===== src/rtl/cdc_hs_rx_pkg.sv =====
// Shared definitions for the target-side 4-phase req/ack receiver:
// FSM encodings and the default request synchronizer depth.
package cdc_hs_rx_pkg;

    typedef enum logic {
        CDC_HS_IDLE  = 1'b0,
        CDC_HS_ACKED = 1'b1
    } cdc_hs_state_e;

    localparam int CDC_HS_SYNC_STAGES = 2;

endpackage


===== src/rtl/sync_bit_n.sv =====
// N-stage single-bit level synchronizer with synchronous active-high reset.
// Reusable on either side of a req/ack crossing.
module sync_bit_n
    import cdc_hs_rx_pkg::*;
#(
    parameter int STAGES = CDC_HS_SYNC_STAGES
) (
    input  logic clk,
    input  logic rst,
    input  logic d,
    output logic q
);

    logic [STAGES-1:0] sync_p;

    always_ff @(posedge clk) begin
        if (rst) begin
            sync_p <= '0;
        end else begin
            sync_p <= {sync_p[STAGES-2:0], d};
        end
    end

    assign q = sync_p[STAGES-1];

endmodule


===== src/rtl/cdc_hs_rx.sv =====
// Target-domain responder for a 4-phase req/ack crossing: synchronizes req,
// captures the held data word into a one-entry buffer and offers it on valid/ready.
module cdc_hs_rx
    import cdc_hs_rx_pkg::*;
#(
    parameter int DATA_W      = 32,
    parameter int SYNC_STAGES = CDC_HS_SYNC_STAGES
) (
    input  logic              clk_target,
    input  logic              rst,
    input  logic              req_async,
    input  logic [DATA_W-1:0] data_async,
    output logic              ack,
    output logic              out_valid,
    output logic [DATA_W-1:0] out_data,
    input  logic              out_ready,
    output logic              busy
);

    cdc_hs_state_e state, state_nxt;
    logic          req_s;
    logic          buf_free;
    logic          capture;

    sync_bit_n #(
        .STAGES (SYNC_STAGES)
    ) u_req_sync (
        .clk (clk_target),
        .rst (rst),
        .d   (req_async),
        .q   (req_s)
    );

    // A word leaving this very cycle frees the slot for a same-edge capture.
    assign buf_free = !out_valid || out_ready;
    assign capture  = (state == CDC_HS_IDLE) && req_s && buf_free;

    always_comb begin
        state_nxt = state;
        case (state)
            CDC_HS_IDLE:  if (capture) state_nxt = CDC_HS_ACKED;
            CDC_HS_ACKED: if (!req_s)  state_nxt = CDC_HS_IDLE;
            default:      state_nxt = CDC_HS_IDLE;
        endcase
    end

    always_ff @(posedge clk_target) begin
        if (rst) begin
            state <= CDC_HS_IDLE;
        end else begin
            state <= state_nxt;
        end
    end

    // data_async is only sampled while req_s is high, when the source holds it stable.
    always_ff @(posedge clk_target) begin
        if (rst) begin
            out_valid <= 1'b0;
            out_data  <= '0;
        end else if (capture) begin
            out_valid <= 1'b1;
            out_data  <= data_async;
        end else if (out_ready) begin
            out_valid <= 1'b0;
        end
    end

    assign ack  = (state == CDC_HS_ACKED);
    assign busy = (state != CDC_HS_IDLE) || out_valid;

endmodule

===== config.mk =====
export PLATFORM = sky130hd
export DESIGN_NAME = cdc_hs_rx
export DESIGN_NICKNAME = d
export VERILOG_FILES = /design/src/rtl/cdc_hs_rx_pkg.sv /design/src/rtl/sync_bit_n.sv /design/src/rtl/cdc_hs_rx.sv
export SDC_FILE = /design/constraint.sdc
export NUM_CORES = 1
export LEC_CHECK = 0
export ABC_AREA = 1
export CORE_UTILIZATION = 46
export CTS_CLUSTER_DIAMETER = 80
export DETAILED_ROUTE_END_ITERATION = 10
export PLACE_DENSITY = 0.93
export SETUP_SLACK_MARGIN = 0.02
export SLEW_MARGIN = 30
export SYNTH_ARGS = -nofsm -noshare
export SYNTH_HDL_FRONTEND = slang
export SYNTH_SLANG_ARGS = --single-unit

===== constraint.sdc =====
create_clock -name clk_target -period 1.75 [get_ports clk_target]
set_input_delay 0.2625 -clock clk_target [delete_from_list [all_inputs] [get_ports clk_target]]
set_output_delay 0.2625 -clock clk_target [all_outputs]
set_load 0.02 [all_outputs]

==> flow_summary.yaml <==
drt:
  wl_per_cell_um: 10.3
  drt-total-wl_um: 3500
  viasPerCell: 4.66
  drt_iter0_markers: 116
  drc: 0
  drtPass1Iterations: 4
  vias: 1574
  ant_nets: 0
placement:
  port_buffers: 70
  place_ws_ns: 0.229
  dp_hpwl_um: 2530
  routabilityCongestion: 0.649
  placedCellCount: 333
power_and_ir_drop:
  vdd_drop_max_mv: 0.528
  power.static_leakage_nw: 1.12
  p_total_mw: 1.76
  power_density_nw_per_um2: 699
hold_path:
  hold_end: "u_req_sync.sync_p[1]"
  hold_class: "register to register"
  holdPathStages: 2
  hold_path.startpoint: "u_req_sync.sync_p[0]"
worst_setup_path:
  critPathRequiredTime_ns: 1.49
  critPathMaxFanout: 4
  critPathKind: "register to primary output"
  crit_cells: 1
  critical-path-top-delay-family: "buffers and inverters"
  crit_buf_inv: 1
  max_stage_delay_ns: 0.64
  r2r_cells: 5
  cp-start-kind: "register"
  endpoint_kind: "primary output"
  path_cells: "clkdlybuf4s50_1"
  cp-startpoint: "ack"
  r2r_start: "ack"
  reg2reg_slack_ns: 0.50
  critPathSlowestCell: "clkdlybuf4s50_1"
  cp.arrival_ns: 1.31
  rr_endpoint: "out_data[24]"
synth:
  yosys.area.top_type: "dfxtp_1"
  ys_top_cells_by_area: "dfxtp_1, a21oi_2, inv_1, nor2_1, nand2_1"
  syn_avg_cell_area_um2: 7.86
  ys_seq_area_frac: 0.402
  synthAdderAreaFrac: 0
  yosys.area_share.simple: 0.272
  synth_mux_area_frac: 0
  synth_compound_area_frac: 0.154
  synth_warnings: 0
  synth_top_area_frac: 0.402
  netlist_area_um2: 1790
  synth_cells: 228
  synth_xor_xnor_area_share: 0
  synth_fp_nets: 264
  ys_types: 20
  ys_ff_latch: 36
  synth_top_family_by_area: "simple AND/OR/NAND/NOR gates"
cells_and_area:
  syn2layout_area_growth_pct: 40.5
  fin_cells: 338
  layout_common_cells: "clkdlybuf4s50_1, inv_1, dfxtp_1, nor2_1, nand2_1"
  final_common_cell: "clkdlybuf4s50_1"
  nNetsFinal: 328
  fillers: 320
  regArea_um2: 721
  multiInputGateArea_um2: 767
  drive_gt1_frac: 0.179
  num_antenna_cells: 0
cts:
  clock-sinks: 36
  clkTransAtPathRegs_ns: 0.06
  holdBufCountCts: 0
  clk_latency_ns: 0.27
  htree_levels: 2
  cts_made_buffers: 5
  clk_path_buf_depth: 2
  tritoncts: "done"
  cts.root.buffer_cell: "clkbuf_8"
timing:
  whs_ns: 0.427
  slew_viol_final: 0
  finalHoldViolCount: 0
  rsz0062_at_grt: "no"
  skew_ns: 0.00155
  fin_ws_ns: 0.173
  fmax_mhz: 634
  post-route-period-util: 0.901
  period_needed_ns: 1.58
  setup_violations: 0
  fin_tns_setup_ns: 0
  slew_headroom: 0.655
  worst_pin_slew_ns: 0.516
global_route:
  grt_pass1_wl_um: 5940
  grt_use_total: 0.181
  antenna_found_initial: 0
  first_global_vias: 1448
  grt-ovfl-total: 0
  grt_max_degree: 40
run_status:
  status: "finished clean"
floorplanning:
  core.rowCount: 22
  die_w_um: 64.4
  io_pins: 71
  dieHeight_um: 64.4
  die-area_um2: 4150
  core_um2: 3690
  start_util: 0.486
flow_run:
  maxCapViolCount: 0
==> worst max-delay path by stage <==
stage                         endpoint
after floorplan           out_data[16]
after global placement    out_data[21]
after detailed placement  out_data[24]
after CTS                         busy
after global routing               ack
final                              ack
==> what timing repair did <==
action | in CTS | in global routing
endpoints found under the setup margin | 0 | 1
resized for setup | 0 | 1
setup buffers | 0 | 0
==> synth_stat cells (all sizes together) <==
master,instances
a21oi,33
buf,16
clkbuf,1
dfxtp,36
inv,38
nand2,34
nand3,32
nor2,36
o21ai,1
or2,1
==> cells by family (layout without fill, tap and decap cells) <==
group	count (synthesis)	count (layout)
AND/OR/NAND/NOR	103	103
buffers and inverters	55	117
flip-flops	36	36
AO/OA/AOI/OAI	34	34
==> where the power goes <==
group	switching [mW]	total, mW	internal, mW
Combinational	0.177	0.375	0.199
Sequential	0.0273	0.890	0.862
Clock	0.238	0.494	0.256
==> tightest hold or removal path: cells and delay by family (launching register included) <==
| family | cells | cell delay, ns |
|---|---|---|
| flip-flops | 1 | 0.30 |
| buffers and inverters | 1 | 0.05 |
| AND/OR/NAND/NOR | 1 | 0.03 |
==> through the flow <==
step	area, um^2	util
after global routing	2520	0.682
after floorplan	1790	-
after CTS	2510	0.682
after detailed placement	2450	0.663
after global placement	2450	0.663
final	2520	0.682
==> layout make-up <==
type                            count  share of cell area
Tap cell                           48              0.0239
Inverter                           38              0.0567
Sequential cell                    36               0.286
Timing Repair Buffer               74               0.301
Clock buffer                        5              0.0273
Multi-Input combinational cell    137               0.305
==> state kept, by name (all words and copies together) (netlist names) <==
signal and count:
ack 1, out_data 32, out_valid 1, u_req_sync.sync_p 2
==> metal layers <==
metal  global-route usage  vias up  wire, um
met5                    0        -         0
met3               0.0440        2       160
met1                0.215      707      1530
met4               0.0611        0        13
li1                     -      824         -
met2                0.316       41      1790
No activity file was read; power rests on OpenSTA's default activity.
